<file path="src/rtl/jt12_op_accum.sv">
// rtl/jt12_op_accum.sv - per-channel carrier accumulator over the 24-slot operator frame
module jt12_op_accum (
    input  logic       clk,
    input  logic       rst,
    input  logic       clk_en,
    input  logic       zero,
    input  logic [8:0] op_result,
    input  logic [2:0] alg,
    input  logic [5:0] mute,
    output logic [8:0] ch_out,
    output logic [2:0] ch_idx,
    output logic       ch_valid,
    output logic       synced
);

    typedef enum logic [1:0] {
        OP_S1 = 2'd0,
        OP_S3 = 2'd1,
        OP_S2 = 2'd2,
        OP_S4 = 2'd3
    } op_grp_t;

    logic [4:0]         cnt;
    logic [4:0]         cur_slot;
    logic [4:0]         ch_off;
    logic [2:0]         ch;
    op_grp_t            grp;
    logic               carrier;
    logic               active;
    logic signed [11:0] acc [6];
    logic signed [11:0] op_ext;
    logic signed [11:0] sum;
    logic [8:0]         sat;

    // zero overrides the counter so a late sync pulse realigns the frame at once
    assign cur_slot = zero ? 5'd0 : cnt;
    assign active   = synced | zero;
    assign op_ext   = {{3{op_result[8]}}, op_result};
    assign ch       = ch_off[2:0];
    assign sum      = acc[ch] + op_ext;

    always_comb begin
        grp    = OP_S1;
        ch_off = cur_slot;
        if (cur_slot >= 5'd18) begin
            grp    = OP_S4;
            ch_off = cur_slot - 5'd18;
        end else if (cur_slot >= 5'd12) begin
            grp    = OP_S2;
            ch_off = cur_slot - 5'd12;
        end else if (cur_slot >= 5'd6) begin
            grp    = OP_S3;
            ch_off = cur_slot - 5'd6;
        end
    end

    always_comb begin
        carrier = 1'b0;
        case (grp)
            OP_S1:   carrier = (alg == 3'd7);
            OP_S3:   carrier = (alg >= 3'd5);
            OP_S2:   carrier = (alg >= 3'd4);
            default: carrier = 1'b1;
        endcase
    end

    always_comb begin
        sat = sum[8:0];
        if (sum > 12'sd255) begin
            sat = 9'h0ff;
        end else if (sum < -12'sd256) begin
            sat = 9'h100;
        end
    end

    always_ff @(posedge clk) begin
        if (rst) begin
            cnt      <= 5'd0;
            synced   <= 1'b0;
            ch_out   <= 9'd0;
            ch_idx   <= 3'd0;
            ch_valid <= 1'b0;
            for (int i = 0; i < 6; i++) begin
                acc[i] <= 12'sd0;
            end
        end else if (clk_en) begin
            cnt      <= (cur_slot == 5'd23) ? 5'd0 : cur_slot + 5'd1;
            ch_valid <= 1'b0;
            if (zero) begin
                synced <= 1'b1;
            end
            if (active) begin
                case (grp)
                    // S1 always overwrites, which also discards partial sums after a resync
                    OP_S1: acc[ch] <= carrier ? op_ext : 12'sd0;
                    OP_S3, OP_S2: begin
                        if (carrier) begin
                            acc[ch] <= sum;
                        end
                    end
                    default: begin
                        ch_out   <= mute[ch] ? 9'd0 : sat;
                        ch_idx   <= ch;
                        ch_valid <= 1'b1;
                    end
                endcase
            end
        end
    end

endmodule
</file>
<file path="config.mk">
export PLATFORM = sky130hd
export DESIGN_NAME = jt12_op_accum
export DESIGN_NICKNAME = d
export VERILOG_FILES = /design/src/rtl/jt12_op_accum.sv
export SDC_FILE = /design/constraint.sdc
export NUM_CORES = 1
export LEC_CHECK = 0
export ABC_CLOCK_PERIOD_IN_PS = 14400
export BUFFER_PORTS_ARGS = -buffer_cell sky130_fd_sc_hd__buf_2
export CORE_UTILIZATION = 42
export CTS_CLUSTER_SIZE = 16
export DETAILED_ROUTE_END_ITERATION = 7
export PLACE_DENSITY_LB_ADDON = 0.1
export SLEW_MARGIN = 30
export SYNTH_ARGS = -nofsm -noshare
export SYNTH_HDL_FRONTEND = slang
export SYNTH_SLANG_ARGS = --single-unit
</file>
<file path="constraint.sdc">
create_clock -name clk -period 14.4 [get_ports clk]
set_clock_uncertainty 0.2 [all_clocks]
set_input_delay 0.72 -clock clk [delete_from_list [all_inputs] [get_ports clk]]
set_output_delay 0.72 -clock clk [all_outputs]
set_load 0.01 [all_outputs]
</file>
# Word level (Yosys, flattened, before mapping)
# Memory sizes are Yosys's and may differ from the RTL's.
# Index checks and enable logic that the tools add are counted.
# Widths: inputs -> output; s select.
dict set report classes {
  magnitude_cmp 8
  reduce_logical 6
  div_mod_pow 0
  n_eq_ne 4
  addsub 5
  n_mux 34
  bitwise 3
  shifts 0
  mul 0
}
# op n
set op_table {}
lappend op_table {{$mux 12} 3}
lappend op_table {{$mux 9} 3}
lappend op_table {{$mux 1} 18}
lappend op_table {{$add 12x9->12} 1}
lappend op_table {{$gt 12x9->1 const B} 1}
lappend op_table {{$lt 12x9->1 const B} 1}
lappend op_table {{$mux 3} 4}
lappend op_table {{$reduce_or 12->1} 1}
lappend op_table {{$mux 5} 2}
lappend op_table {{$ge 3x3->1 const B} 2}
lappend op_table {{$sub 3x3->3 const B} 2}
lappend op_table {{$add 5x1->5 const B} 1}
lappend op_table {{$eq 5x5->1 const B} 1}
lappend op_table {{$ge 5x3->1 const B} 1}
lappend op_table {{$ge 5x4->1 const B} 1}
lappend op_table {{$ge 5x5->1 const B} 1}
lappend op_table {{$lt 3x4->1 const B} 1}
lappend op_table {{$mux 2} 2}
lappend op_table {{$bmux 1 s3} 1}
lappend op_table {{$eq 3x3->1 const B} 1}
lappend op_table {{$pmux 1 s3} 1}
lappend op_table {{$reduce_and 3->1} 1}
lappend op_table {{$reduce_or 3->1} 1}
lappend op_table {{$sub 3x2->3 const B} 1}
lappend op_table {{7 further kinds} 8}
dict set report totals {
  latch_bits 0
  memories 1
  regBits 19
  wordCells 66
  output_inout_bits 14
  ram_bits 72
  rom_bits 0
}
# name words width read_ports rd_ports_with_merged_regs write_ports line
set mem_list {}
lappend mem_list {acc 6 12 1 0 6 30} ;# logic signed [11:0] acc [6];

# Logic depth before layout (Yosys ltp)
dict set report logic_depth {
  word_depth 16
  ltp_mapped 23
  mapped_depth_nobuf 21
}

# Worst setup path after synthesis
# Ideal clock, no wire load.
dict set report synth_path {
  kind {input to register}
  startpoint {in zero}
  endpoint {mem acc[5][11], data pin}
  path_slack_ns 8.442
  path_stages 23
  arrival_ns 5.484
  setup_ns 0.275
  path_cell_list {buf_2 -> inv_1 -> nand2_1 -> inv_1 -> ha_1 -> nor2b_1 -> o311ai_2 -> a21boi_4 -> xnor2_4 -> clkbuf_1 -> mux4_2 -> mux2_2 -> ha_1 -> a21o_1 -> a21oi_1 -> o211ai_1 -> nand2_1 -> o21bai_1 -> a21oi_1 -> o21ai_0 -> xnor3_1 -> a21oi_1 -> inv_1}
}
# element line
set synth_lines {}
lappend synth_lines {{start, declared} 6} ;# input logic zero,
lappend synth_lines {{end, declared} 30}

==> flow_metrics.env <==
export IMPL_status="completed"
export IMPL_vias_per_cell=5.53
export IMPL_diodes=0
export IMPL_top_layer="met4"
export IMPL_sw_frac_of_total_pct=24.6
export IMPL_rsz0062_at_grt="false"
export IMPL_synth_seq_cells=115
export IMPL_setup_ws_ns=8.15
export IMPL_stdcell_count=679
export IMPL_ant_nets=0
export IMPL_total_leakage_power_nw=2.53
export IMPL_cts_hold_buf=0
export IMPL_first_global_vias=3768
export IMPL_worstMarginPinSlew_ns=0.918
export IMPL_hold_class="flip-flop to flip-flop"
export IMPL_clkPwrFrac_pct=46.4
export IMPL_start_util_pct=43.3
export IMPL_cp_max_fo=37
export IMPL_syn_num_nets=498
export IMPL_cts_tree="yes"
export IMPL_die_area_um2=14200
export IMPL_finalSetupTns_ns=0
export IMPL_routedWlPerCell_um=20.1
export IMPL_synth_edff_count=96
export IMPL_synth_commonest_cells="96 x edfxtp_1, 85 x nor2_1, 23 x inv_1, 23 x mux4_2, 21 x ha_1"
export IMPL_globalRouteTotalUtil_pct=21.0
export IMPL_p_seq_share_pct=45.4
export IMPL_detailed_place_hpwl_mm=8.83
export IMPL_critPathLaunchType="primary input"
export IMPL_place_ws_ns=7.70
export IMPL_routed_wl_mm=13.6
export IMPL_cp_required_ns=14.34
export IMPL_drive_above_1_share_pct=23.9
export IMPL_path_clk_slew_ns=0.05
export IMPL_drt_met1_wl_mm=6.44
export IMPL_met2_length_mm=6.42
export IMPL_place_inst=647
export IMPL_place_gp_congestion=0.790
export IMPL_slew_headroom_pct=38.6
export IMPL_drt_iter0_markers=263
export IMPL_die_y_um=119
export IMPL_grt_pass1_wl_mm=21.5
export IMPL_internal_power_mw=0.614
export IMPL_grt_ovfl_total=0
export IMPL_post_route_drc_count=0
export IMPL_peakVddDrop_uv=79.1
export IMPL_clockBufferDepth=2
export IMPL_area_delta_synth_final_pct=15.3
export IMPL_p_comb_share_pct=8.2
export IMPL_hold_viol_final=0
export IMPL_worstSkewPairLatency_ns=0.42
export IMPL_met3_length_um=562
export IMPL_cts_buffers_inserted=17
export IMPL_min_period_ns=6.25
export IMPL_fin_nets=534
export IMPL_total_power_mw=0.814
export IMPL_endpoint_kind="flip-flop"
export IMPL_synth_warning_count=0
export IMPL_seq_area_frac_synth_pct=56.5
export IMPL_power_density_nw_per_um2=122
export IMPL_drt_pass1_iterations=4
export IMPL_avgSynthCellArea_um2=12.7
export IMPL_cts_root_buf="clkbuf_16"
export IMPL_cts_resized=0
export IMPL_die_w_um=119
export IMPL_synth_area_top_cells="edfxtp_1 50%, mux4_2 9.0%, dfxtp_1 6.6%"
export IMPL_startpoint="zero"
export IMPL_crit_type="primary input to flip-flop"
export IMPL_slew_viol_final=0
export IMPL_vias=3755
export IMPL_core_um2=13300
export IMPL_yosysTopAreaCell="edfxtp_1"
export IMPL_fin_crit_sh_pct=43.4
export IMPL_antenna_found_initial=0
export IMPL_synth_cell_types=51
export IMPL_setup_viol=0
export IMPL_drv_cap=0
export IMPL_h_tree_depth=4
export IMPL_async_reset_ff_share_pct=0
export IMPL_syn_inst=454
export IMPL_post_cts_buffers=0
export IMPL_p_switching_mw=0.200
export IMPL_yosysTopAreaCellShare_pct=49.9
export IMPL_rows=42
export IMPL_syn_area_um2=5780
export IMPL_cts_num_sinks=115
export IMPL_max_freq_mhz=160
export IMPL_io_pins=36
export IMPL_worstPathArrival_ns=6.19
export IMPL_io_buffers=35
export IMPL_grt_max_degree=38
export IMPL_min_from="ch_valid"
export IMPL_yosysMostFrequentCell="edfxtp_1"
export IMPL_synthFlopType="edfxtp_1"
export IMPL_r2r_start="cnt[2]"
[metal layers]
metal / vias to the layer above / GRT usage [%]
li1: 1763 / -
met1: 1889 / 28.1
met2: 86 / 33.2
met3: 17 / 4.74
met4: 0 / 8.15
met5: - / 0
[worst max-delay path, stage by stage]
cell and delay (ns):
buf_2 0.18, inv_1 0.11, nand2_1 0.16, inv_1 0.20
ha_1 0.23, nor2b_1 0.13, o311ai_2 0.38, a21boi_4 0.17
xnor2_4 0.15, buf_4 0.48, mux4_2 0.40, mux2_2 0.32
ha_1 0.29, a21o_1 0.16, a21oi_1 0.26, o211ai_1 0.13
nand2_1 0.11, o21bai_1 0.07, a21oi_1 0.22, o21ai_0 0.16
xnor3_1 0.49, a21oi_1 0.50, inv_1 0.14
[registers in the layout, indices dropped and copies added (netlist names)]
name	cells
acc	96
ch_out	9
cnt	5
ch_idx	3
ch_valid	1
synced	1
[cells in the final DEF, fill, tap and decap left out, drive strengths merged, types with 3 or more instances in the layout]
| cell | synthesis | layout |
|---|---|---|
| a21o | 4 | 4 |
| a21oi | 21 | 21 |
| a221o | 6 | 6 |
| a22oi | 6 | 6 |
| and2 | 4 | 4 |
| buf | 5 | 40 |
| clkbuf | 18 | 17 |
| clkinv | 0 | 7 |
| clkinvlp | 0 | 4 |
| dfxtp | 19 | 19 |
| edfxtp | 96 | 96 |
| ha | 21 | 21 |
| inv | 23 | 27 |
| mux2 | 11 | 11 |
| mux2i | 14 | 14 |
| mux4 | 23 | 23 |
| nand2 | 17 | 17 |
| nand2b | 6 | 6 |
| nand3 | 6 | 6 |
| nor2 | 85 | 85 |
| nor2b | 5 | 5 |
| nor3 | 8 | 8 |
| o211ai | 3 | 3 |
| o21ai | 11 | 11 |
| o21bai | 4 | 4 |
| or2 | 6 | 6 |
| xnor2 | 7 | 7 |
| xor2 | 3 | 3 |
[logic make-up after synthesis]
group | after synthesis | share of synthesized area, %
multiplexers | 48 | 13.5
XOR/XNOR | 11 | 2.23
AO/OA/AOI/OAI | 73 | 9.25
buffers and inverters | 46 | 3.08
flip-flops | 115 | 56.5
AND/OR/NAND/NOR | 139 | 10.5
adder cells (fa/ha/maj) | 22 | 4.89
[power groups by stage]
stage               Combinational, mW  Clock, mW  Sequential [mW]
floorplan                      0.0482          0            0.375
global placement               0.0668          0            0.376
detailed placement             0.0673          0            0.376
CTS                            0.0676      0.383            0.369
global route                   0.0735      0.398            0.370
finish                         0.0671      0.378            0.369
[final timing paths]
| path | slack [ns] | endpoint | cells past startpoint |
|---|---|---|---|
| setup / recovery | 8.15 | acc[7][11] | 23 |
| hold / removal | 0.27 | ch_valid | 2 |
| setup reg to reg | 8.39 | acc[7][11] | 21 |
| hold reg to reg | 0.27 | ch_valid | 2 |
[per-stage QoR]
step                utilization, %  hold slack, ns  instance area (µm²)
detailed placement            45.9           0.265                 6130
global placement              45.9           0.254                 6130
floorplan                        -           0.260                 5780
finish                        49.9           0.272                 6660
global route                  49.9           0.301                 6660
CTS                           49.9           0.275                 6660
[cell type report]
| class | count | area (µm²) |
|---|---|---|
| fillers | 1226 | 6690 |
| flip-flops and latches | 115 | 3260 |
| multi-input cells | 293 | 2350 |
| clock buffers | 17 | 425 |
| well taps | 176 | 220 |
| repair buffers | 40 | 213 |
| clock inverters | 15 | 108 |
| inverters | 23 | 86.3 |
No activity file was read; power rests on OpenSTA's default activity.
